### src/rtl/servo_cmd_parser_if.sv
// Command-parser bus: received byte stream in, decoded servo command and
// error strobes out. master = parser side, slave = byte source / command sink.
// Ports: RxData/RxDone (byte in), cmd_* (good frame), frame_err/err_code, busy.
interface servo_cmd_parser_if #(
  parameter int CH_W = 2
);
  logic [7:0]      RxData;
  logic            RxDone;
  logic            cmd_valid;
  logic [CH_W-1:0] cmd_channel;
  logic [15:0]     cmd_pos_us;
  logic            cmd_clamped;
  logic            frame_err;
  logic [1:0]      err_code;
  logic            busy;

  modport master (
    input  RxData, RxDone,
    output cmd_valid, cmd_channel, cmd_pos_us, cmd_clamped,
    output frame_err, err_code, busy
  );

  modport slave (
    output RxData, RxDone,
    input  cmd_valid, cmd_channel, cmd_pos_us, cmd_clamped,
    input  frame_err, err_code, busy
  );
endinterface

### src/rtl/servo_cmd_parser.sv
// Servo command parser: assembles SYNC,chan,pos_hi,pos_lo,csum frames from UART
// bytes, validates channel/checksum, clamps pulse width, strobes cmd_valid.
// Latency: cmd_valid / frame_err 3 cycles after RxDone is first sampled high on
// the last byte. No backpressure: every byte is consumed, strobes are one cycle.
// Ports: Clk, Rst (async, active-high), bus (servo_cmd_parser_if.master).
module servo_cmd_parser #(
  parameter int         NUM_CH      = 4,
  parameter int         CH_W        = 2,
  parameter int         MIN_US      = 500,
  parameter int         MAX_US      = 2500,
  parameter int         TIMEOUT_CYC = 500000,
  parameter logic [7:0] SYNC_BYTE   = 8'hFF
) (
  input  logic              Clk,
  input  logic              Rst,
  servo_cmd_parser_if.master bus
);

  localparam int          TW       = $clog2(TIMEOUT_CYC + 1);
  localparam logic [TW-1:0] TMO_LAST = TW'(TIMEOUT_CYC - 1);
  localparam logic [15:0] MIN16    = 16'(MIN_US);
  localparam logic [15:0] MAX16    = 16'(MAX_US);

  localparam logic [1:0] ERR_CHAN = 2'd1;
  localparam logic [1:0] ERR_CSUM = 2'd2;
  localparam logic [1:0] ERR_TMO  = 2'd3;

  typedef enum logic [2:0] {
    HUNT,
    CHAN,
    POSH,
    POSL,
    CSUM
  } state_t;

  state_t          state;
  logic [2:0]      sync_q;     // [0]=s1, [1]=s2, [2]=s3
  logic [7:0]      acc;
  logic [CH_W-1:0] chan_q;
  logic [7:0]      pos_hi_q;
  logic [7:0]      pos_lo_q;
  logic [TW-1:0]   tmo_cnt;

  logic            cmd_valid_q;
  logic [CH_W-1:0] cmd_channel_q;
  logic [15:0]     cmd_pos_q;
  logic            cmd_clamped_q;
  logic            frame_err_q;
  logic [1:0]      err_code_q;

  logic            byte_stb;
  logic [7:0]      rx_byte;
  logic [15:0]     pos_raw;
  logic [TW-1:0]   tmo_inc;
  logic            chan_bad;

  // Rising edge of the synchronised RxDone: one byte per pulse, whatever its length.
  assign byte_stb = sync_q[1] & ~sync_q[2];
  assign rx_byte  = bus.RxData;
  assign pos_raw  = {pos_hi_q, pos_lo_q};
  assign tmo_inc  = tmo_cnt + 1'b1;
  assign chan_bad = ({24'd0, rx_byte} >= 32'(NUM_CH));

  always_ff @(posedge Clk or posedge Rst) begin
    if (Rst) begin
      state         <= HUNT;
      sync_q        <= 3'b000;
      acc           <= 8'h00;
      chan_q        <= '0;
      pos_hi_q      <= 8'h00;
      pos_lo_q      <= 8'h00;
      tmo_cnt       <= '0;
      cmd_valid_q   <= 1'b0;
      cmd_channel_q <= '0;
      cmd_pos_q     <= 16'h0000;
      cmd_clamped_q <= 1'b0;
      frame_err_q   <= 1'b0;
      err_code_q    <= 2'd0;
    end else begin
      sync_q      <= {sync_q[1:0], bus.RxDone};
      cmd_valid_q <= 1'b0;
      frame_err_q <= 1'b0;

      if (byte_stb) begin
        // A byte arriving in the expiry cycle takes priority over the timeout.
        tmo_cnt <= '0;
        case (state)
          HUNT: begin
            if (rx_byte == SYNC_BYTE) state <= CHAN;
          end
          CHAN: begin
            if (rx_byte == SYNC_BYTE) begin
              state <= CHAN;  // repeated sync: restart the frame silently
            end else if (chan_bad) begin
              frame_err_q <= 1'b1;
              err_code_q  <= ERR_CHAN;
              state       <= HUNT;
            end else begin
              chan_q <= rx_byte[CH_W-1:0];
              acc    <= rx_byte;
              state  <= POSH;
            end
          end
          POSH: begin
            pos_hi_q <= rx_byte;
            acc      <= acc ^ rx_byte;
            state    <= POSL;
          end
          POSL: begin
            pos_lo_q <= rx_byte;
            acc      <= acc ^ rx_byte;
            state    <= CSUM;
          end
          CSUM: begin
            if (rx_byte == acc) begin
              cmd_valid_q   <= 1'b1;
              cmd_channel_q <= chan_q;
              if (pos_raw < MIN16) begin
                cmd_pos_q     <= MIN16;
                cmd_clamped_q <= 1'b1;
              end else if (pos_raw > MAX16) begin
                cmd_pos_q     <= MAX16;
                cmd_clamped_q <= 1'b1;
              end else begin
                cmd_pos_q     <= pos_raw;
                cmd_clamped_q <= 1'b0;
              end
            end else begin
              frame_err_q <= 1'b1;
              err_code_q  <= ERR_CSUM;
            end
            state <= HUNT;
          end
          default: state <= HUNT;
        endcase
      end else if (state == HUNT) begin
        tmo_cnt <= '0;
      end else if (tmo_inc == TMO_LAST) begin
        // The count reaches TIMEOUT_CYC-1 on this edge: abandon the frame now,
        // so the error strobe lands TIMEOUT_CYC cycles after the last byte strobe.
        frame_err_q <= 1'b1;
        err_code_q  <= ERR_TMO;
        state       <= HUNT;
        tmo_cnt     <= '0;
      end else begin
        tmo_cnt <= tmo_inc;
      end
    end
  end

  assign bus.cmd_valid   = cmd_valid_q;
  assign bus.cmd_channel = cmd_channel_q;
  assign bus.cmd_pos_us  = cmd_pos_q;
  assign bus.cmd_clamped = cmd_clamped_q;
  assign bus.frame_err   = frame_err_q;
  assign bus.err_code    = err_code_q;
  assign bus.busy        = (state != HUNT);

endmodule

### src/flat_wrapper.sv
// flat-port wrapper written by rule: the top's interface ports become plain ports
module servo_cmd_parser_flat 
#(
  parameter int         NUM_CH      = 4,
  parameter int         CH_W        = 2,
  parameter int         MIN_US      = 500,
  parameter int         MAX_US      = 2500,
  parameter int         TIMEOUT_CYC = 500000,
  parameter logic [7:0] SYNC_BYTE   = 8'hFF
)
  (Clk, Rst, bus_RxData, bus_RxDone, bus_cmd_valid, bus_cmd_channel, bus_cmd_pos_us, bus_cmd_clamped, bus_frame_err, bus_err_code, bus_busy);
  servo_cmd_parser_if #(.CH_W(CH_W)) bus_i ();
  input  logic Clk;
  input  logic Rst;
  input wire logic [$bits(bus_i.RxData)-1:0] bus_RxData;
  input wire logic [$bits(bus_i.RxDone)-1:0] bus_RxDone;
  output wire logic [$bits(bus_i.cmd_valid)-1:0] bus_cmd_valid;
  output wire logic [$bits(bus_i.cmd_channel)-1:0] bus_cmd_channel;
  output wire logic [$bits(bus_i.cmd_pos_us)-1:0] bus_cmd_pos_us;
  output wire logic [$bits(bus_i.cmd_clamped)-1:0] bus_cmd_clamped;
  output wire logic [$bits(bus_i.frame_err)-1:0] bus_frame_err;
  output wire logic [$bits(bus_i.err_code)-1:0] bus_err_code;
  output wire logic [$bits(bus_i.busy)-1:0] bus_busy;
  assign bus_i.RxData = bus_RxData;
  assign bus_i.RxDone = bus_RxDone;
  assign bus_cmd_valid = bus_i.cmd_valid;
  assign bus_cmd_channel = bus_i.cmd_channel;
  assign bus_cmd_pos_us = bus_i.cmd_pos_us;
  assign bus_cmd_clamped = bus_i.cmd_clamped;
  assign bus_frame_err = bus_i.frame_err;
  assign bus_err_code = bus_i.err_code;
  assign bus_busy = bus_i.busy;
  servo_cmd_parser #(.NUM_CH(NUM_CH), .CH_W(CH_W), .MIN_US(MIN_US), .MAX_US(MAX_US), .TIMEOUT_CYC(TIMEOUT_CYC), .SYNC_BYTE(SYNC_BYTE)) u_core (.Clk(Clk), .Rst(Rst), .bus(bus_i));
endmodule
### config.mk
export PLATFORM = sky130hd
export DESIGN_NAME = servo_cmd_parser_flat
export DESIGN_NICKNAME = d
export VERILOG_FILES = /design/src/rtl/servo_cmd_parser_if.sv /design/src/rtl/servo_cmd_parser.sv /design/src/flat_wrapper.sv
export SDC_FILE = /design/constraint.sdc
export NUM_CORES = 1
export LEC_CHECK = 0
export BUFFER_PORTS_ARGS = -buffer_cell sky130_fd_sc_hd__buf_2
export CAP_MARGIN = 20
export CORE_ASPECT_RATIO = 1.2
export CORE_UTILIZATION = 50
export CTS_BUF_LIST = sky130_fd_sc_hd__clkbuf_2 sky130_fd_sc_hd__clkbuf_4 sky130_fd_sc_hd__clkbuf_8
export CTS_CLUSTER_DIAMETER = 80
export DETAILED_ROUTE_END_ITERATION = 7
export HOLD_SLACK_MARGIN = 0.03
export PLACE_DENSITY = 0.71
export SYNTH_ARGS = -nofsm -noshare
export SYNTH_HDL_FRONTEND = slang
export SYNTH_SLANG_ARGS = --single-unit
### constraint.sdc
create_clock -name Clk -period 2.2 [get_ports Clk]
set_input_delay 0.22 -clock Clk [delete_from_list [all_inputs] [get_ports Clk]]
set_output_delay 0.22 -clock Clk [all_outputs]
set_load 0.005 [all_outputs]
Yosys cells after proc, flatten, opt, wreduce, memory -nomap -nowiden. Cells that the tools add are included.

Add/sub/neg operators: 1. $lt $le $gt $ge: 3. Equal/unequal tests: 15. Multiplexer cells: 34. Bitwise gates (word level): 5. Reduce and logical (&&, ||, !) cells: 12.

Operators with widths (number): 2-to-1 mux 19 bit (3); 2-to-1 mux 16 bit (2); adder 19 x 1 -> 19 bit (second input constant) (1); equality test 19 bit (second input constant) (1); greater-than comparator 16 x 12 -> 1 bit (second input constant) (1); < comparator 16 x 9 -> 1 bit (second input constant) (1); 2-to-1 mux 8 bit (2); case mux 8 bit (2 select lines) (1); 2-to-1 mux 3 bit (5); 2-to-1 mux 2 bit (7); inequality test 3 bit (second input constant) (4); case mux 3 bit (4 select lines) (1); 2-to-1 mux 1 bit (11); equality test 8 bit (1); equality test 8 bit (second input constant) (1); >= comparator 8 x 3 -> 1 bit (second input constant) (1); AND reduction 4 bit (2); bitwise XOR 8 bit (1); equality test 3 x 2 -> 1 bit (second input constant) (2); AND reduction 3 bit (2); AND reduction 6 bit (1); inequality test 2 x 1 -> 1 bit (second input constant) (2); inequality test 2 bit (second input constant) (2); case mux 2 bit (2 select lines) (1); 10 further kinds (14).

Register bits after elaboration: 74. Input bits: 11. Output and inout port bits: 24. Word-level logic and storage cells: 83.

Logic depth before layout (Yosys ltp).
Word-level depth: 5. Mapped depth: 9. Gate-level depth less buffers: 8.

Worst setup path before layout. Ideal clock, no wire load.

Path kind: register to register. Start point: register u_core.tmo_cnt[0]. End point: register u_core.state[0]. Setup time: 0.136 ns. Arrival: 1.981 ns. Data required time: 2.064 ns. Path slack: 0.083 ns. Stages on the path, launching flop included: 9. Buffers on the path: 1. Period minus slack after synthesis: 2.117 ns. Path through: dfrtp_1 ha_1 nand3_1 nor4_2 or3b_2 a211oi_2 and2_4 buf_12 o32ai_2.

Word-level cells in the longest chain between the ends: 4.

RTL lines: start, declared (line servo_cmd_parser.sv:42) `logic [TW-1:0] tmo_cnt;`; start signal, assigned (line servo_cmd_parser.sv:146) `tmo_cnt <= tmo_inc;`; adder 19 x 1 -> 19 bit (line servo_cmd_parser.sv:61) `assign tmo_inc = tmo_cnt + 1'b1;`; equality test 19 bit (line servo_cmd_parser.sv:138) `end else if (tmo_inc == TMO_LAST) begin`; nonzero test 2 bit (no line); AND reduction 3 bit (no line); end signal, assigned (line servo_cmd_parser.sv:66) `state <= HUNT;`; end signal, assigned (line servo_cmd_parser.sv:134) `default: state <= HUNT;`; end signal, assigned (line servo_cmd_parser.sv:143) `state <= HUNT;`; end, declared (line servo_cmd_parser.sv:36) `state_t state;`.

Every way passes these cells. A chain may end at the register's enable or synchronous reset.

Worst setup path in the final report. Same ends and word-level chain as after synthesis.

==> metrics <==
hold path endpoint=u_core.acc[5]$_DFFE_PP0P_; Int Power=roughly 2.3 mW; Bufs on Longest Clock Path=2; vias per inst=between 5 and 6; die extent in y=approximately 96 um; Final ANT Viol Nets=0; Slew HR=roughly two thirds; Residual DRC=0; slack of the worst reg-to-reg path=between 0.08 and 0.09 ns; clk sinks=74; FF-to-FF Start=u_core.tmo_cnt[0]$_DFF_PP0_; max-cap viol count=0; kind of start point of the critical path=register; syn nets=349; routed vias=~2700; first-pass detailed-route iteration total=4; GRT overflow=0; Min-Delay Startpoint=bus_RxData[5]; crit path cell chain=buf_4, nand4_1, buf_4, nor4_2, xnor2_1, a311oi_2, and2_4, o32ai_2; Area Overhead vs Synth=16.6%; I/O Buffers=34; Crit path top cell by count=buf_4; Post-Syn Instances=336; ANT cells=0; antenna violations before repair=0; kind of critical path=register to register; Sum Neg Setup Slack=0 ns; GPL Wtd Cong=roughly 0.8; Final nets=between 400 and 500; H-Tree Depth=3; Placeable Area=0.00698 mm^2; total track usage=a little over a fifth; Synth Flop Type=dfrtp_1; Post-DP HPWL=approximately 5000 um; crit-path leading delay family=simple AND/OR/NAND/NOR gates; ys async rst share=between 90% and 100%; Crit Path Max Fanout=11; measured slew at the worst slew-check pin=~0.5 ns; synthesized cell area=around 0.0037 mm^2; Pleak=about 1.9 nW; Post-synth top cells=dfrtp_1, nor2_1, a21oi_1, mux2_2; clk root buf=clkbuf_8; CP Capture Type=register; Worst Path Buf+Inv=2; Sw Pwr=1.07 mW; Comb power frac=a little under a fifth; Synth cell types=53; FILL cells=about 600; outcome=completed; Worst Reg-to-Reg Cells=8; area share of the largest cell type after synthesis=between 50 and 60%; WL final=about 7500 um; CP Data Arrival Time=roughly 2.3 ns; sequential fraction of the synthesis area=50.5%; worst r2r dst=u_core.state[0]$_DFFE_PP0P_; final worst path period share=a little under 100%; pre-CTS setup slack=just over 0.01 ns; syn_area_per_cell=10.9 um^2; first-pass GRT wire length=between 10000 and 15000 um; PnR worst setup slack=0.0811 ns; CTS tree=built; power share of the sequential group=between 50% and 60%; cell taking the most area after synthesis=dfrtp_1; Slew Limit Fails=0; initial core utilization=between 50% and 60%; Worst-Skew Late Latency=about 0.35 ns; Post-synth EDFFs=0; Worst EP required=2.42 ns; clock power share=roughly 30%; I/O Pins=35; most used standard cell by instance count after synthesis=dfrtp_1; Power Density=approximately 780 mW/mm^2; Worst path slowest cell=dfrtp_1; Area contributors post-synth=dfrtp_1, mux2_2, nor3_2; row count=33; Yosys warnings=0; Worst-path clk slew=around 0.08 ns; pin count of the biggest net entering global routing=75; worst hold margin=around 0.17 ns; Worst Hold Class=primary input to register; Switching Fraction=about a third; share of post-route cells with drive strength above 1=between 30% and 40%; Hold Fails Final Rpt=0; Final Skew=~0.011 ns; wire per inst=~15 um; Starting DRT DRC Count=151; vias in the first global route=approximately 2600; worst hold path stage count=2; Die X=80.2 um; Final setup viols=0; Yosys reg bits=74; Worst VDD drop=about 550 uV; RSZ-0062 raised after global routing=true; DIE AREA=about 0.0077 mm^2; max incr delay on CP=~0.37 ns; FMAX=472 MHz; fin crit period=roughly 2.1 ns; CTS buffer count=9
-- flip-flops by register name, summed over array words and instances, names as in the netlist --
register                cells
u_core.acc                  8
u_core.bus.cmd_channel      2
u_core.bus.cmd_clamped      1
u_core.bus.cmd_pos_us      16
u_core.bus.cmd_valid        1
u_core.bus.err_code         2
u_core.bus.frame_err        1
u_core.chan_q               2
u_core.pos_hi_q             8
u_core.pos_lo_q             8
u_core.state                3
u_core.sync_q               3
u_core.tmo_cnt             19
-- power by group through the flow --
stage               Combinational, mW  Sequential, mW  Clock (mW)
floorplan                       0.471            1.70           0
global placement                0.603            1.73           0
detailed placement              0.629            1.74           0
CTS                             0.635            1.71        1.01
global route                    0.709            1.74        1.08
finish                          0.634            1.72       0.998
-- worst max-delay path by stage --
stage	cells past startpoint	from	slack, ns	end
after floorplan	8	u_core.tmo_cnt[0]$_DFF_PP0_	0.08	u_core.state[0]$_DFFE_PP0P_
after global placement	7	u_core.tmo_cnt[0]$_DFF_PP0_	0.09	u_core.state[0]$_DFFE_PP0P_
after detailed placement	8	u_core.tmo_cnt[0]$_DFF_PP0_	0.01	u_core.state[0]$_DFFE_PP0P_
after CTS	7	u_core.tmo_cnt[0]$_DFF_PP0_	0.03	u_core.tmo_cnt[11]$_DFF_PP0_
after global routing	8	u_core.tmo_cnt[0]$_DFF_PP0_	-0.06	u_core.bus.err_code[0]$_DFFE_PP0P_
final	8	u_core.tmo_cnt[0]$_DFF_PP0_	0.08	u_core.state[0]$_DFFE_PP0P_
-- cell families (layout without fill, tap and decap cells) --
group	count (synthesis)	count (layout)	synth area share (%)
compound gates	59	59	10.8
xor+xnor	24	24	5.73
fa+ha+maj	2	2	0.682
buf+inv	28	88	3.99
flops	74	74	50.5
mux	20	20	6.14
simple gates	129	130	22.2
-- cell usage in the layout, fill, tap and decap left out, types with 4 or more instances in the layout --
master,Yosys,routed
nor2_1,22,22
clkbuf_8,0,9
nand2_1,18,18
buf_4,1,24
a21oi_1,20,20
nor2b_1,7,7
nand4_1,9,9
nor3_2,18,17
mux2_2,20,20
xnor2_1,15,15
a211oi_2,2,4
o22a_1,4,4
inv_1,11,10
xor2_1,9,9
and3_1,4,4
o22ai_1,4,4
nand3_1,15,15
nor3_1,7,7
buf_2,4,34
o21ai_0,12,12
dfrtp_1,74,74
-- cell type report --
cell class | count | area (um^2) | share of cell area, %
clock inverters | 7 | 60.1 | 1.40
flip-flops and latches | 74 | 1850 | 43.3
inverters | 11 | 41.3 | 0.965
repair buffers | 61 | 390 | 9.12
well taps | 87 | 109 | 2.54
clock buffers | 9 | 124 | 2.89
multi-input cells | 235 | 1700 | 39.8
-- layer usage --
metal  wire (um)  vias up  global-route usage [%]
li1            -     1320                       -
met1        3280     1353                    25.5
met2        3850       50                    37.6
met3         175       16                    3.41
met4         180        0                    10.1
met5           0        -                       0
-- worst reg2reg max path: stages, from the launching register on --
cell	delay, ns
dfrtp_1	0.37
buf_4	0.15
nand4_1	0.18
buf_4	0.20
nor4_2	0.17
xnor2_1	0.15
a311oi_2	0.33
and2_4	0.34
o32ai_2	0.10
-- through the flow --
step / util (%) / area [um^2] / cells / power [mW]
4_1_cts: 60.8 / 4240 / 482 / 3.36
3_5_place_dp: 57.7 / 4030 / 463 / 2.37
6_report: 61.3 / 4280 / 484 / 3.35
3_3_place_gp: 57.7 / 4030 / 463 / 2.33
2_1_floorplan: - / 3670 / 336 / 2.17
5_1_grt: 61.3 / 4280 / 484 / 3.53
-- timing repair --
| action | CTS | global route |
|---|---|---|
| resized for setup | 0 | 5 |
| endpoints found under the setup margin | 1 | 24 |
| pin swaps | 1 | 3 |
| hold buffers | 2 | 0 |
| gates cloned | 1 | 0 |
| hold endpoints to repair | 75 | 0 |
| setup buffers | 0 | 2 |
Note: power is estimated with default switching activity, not from simulation.
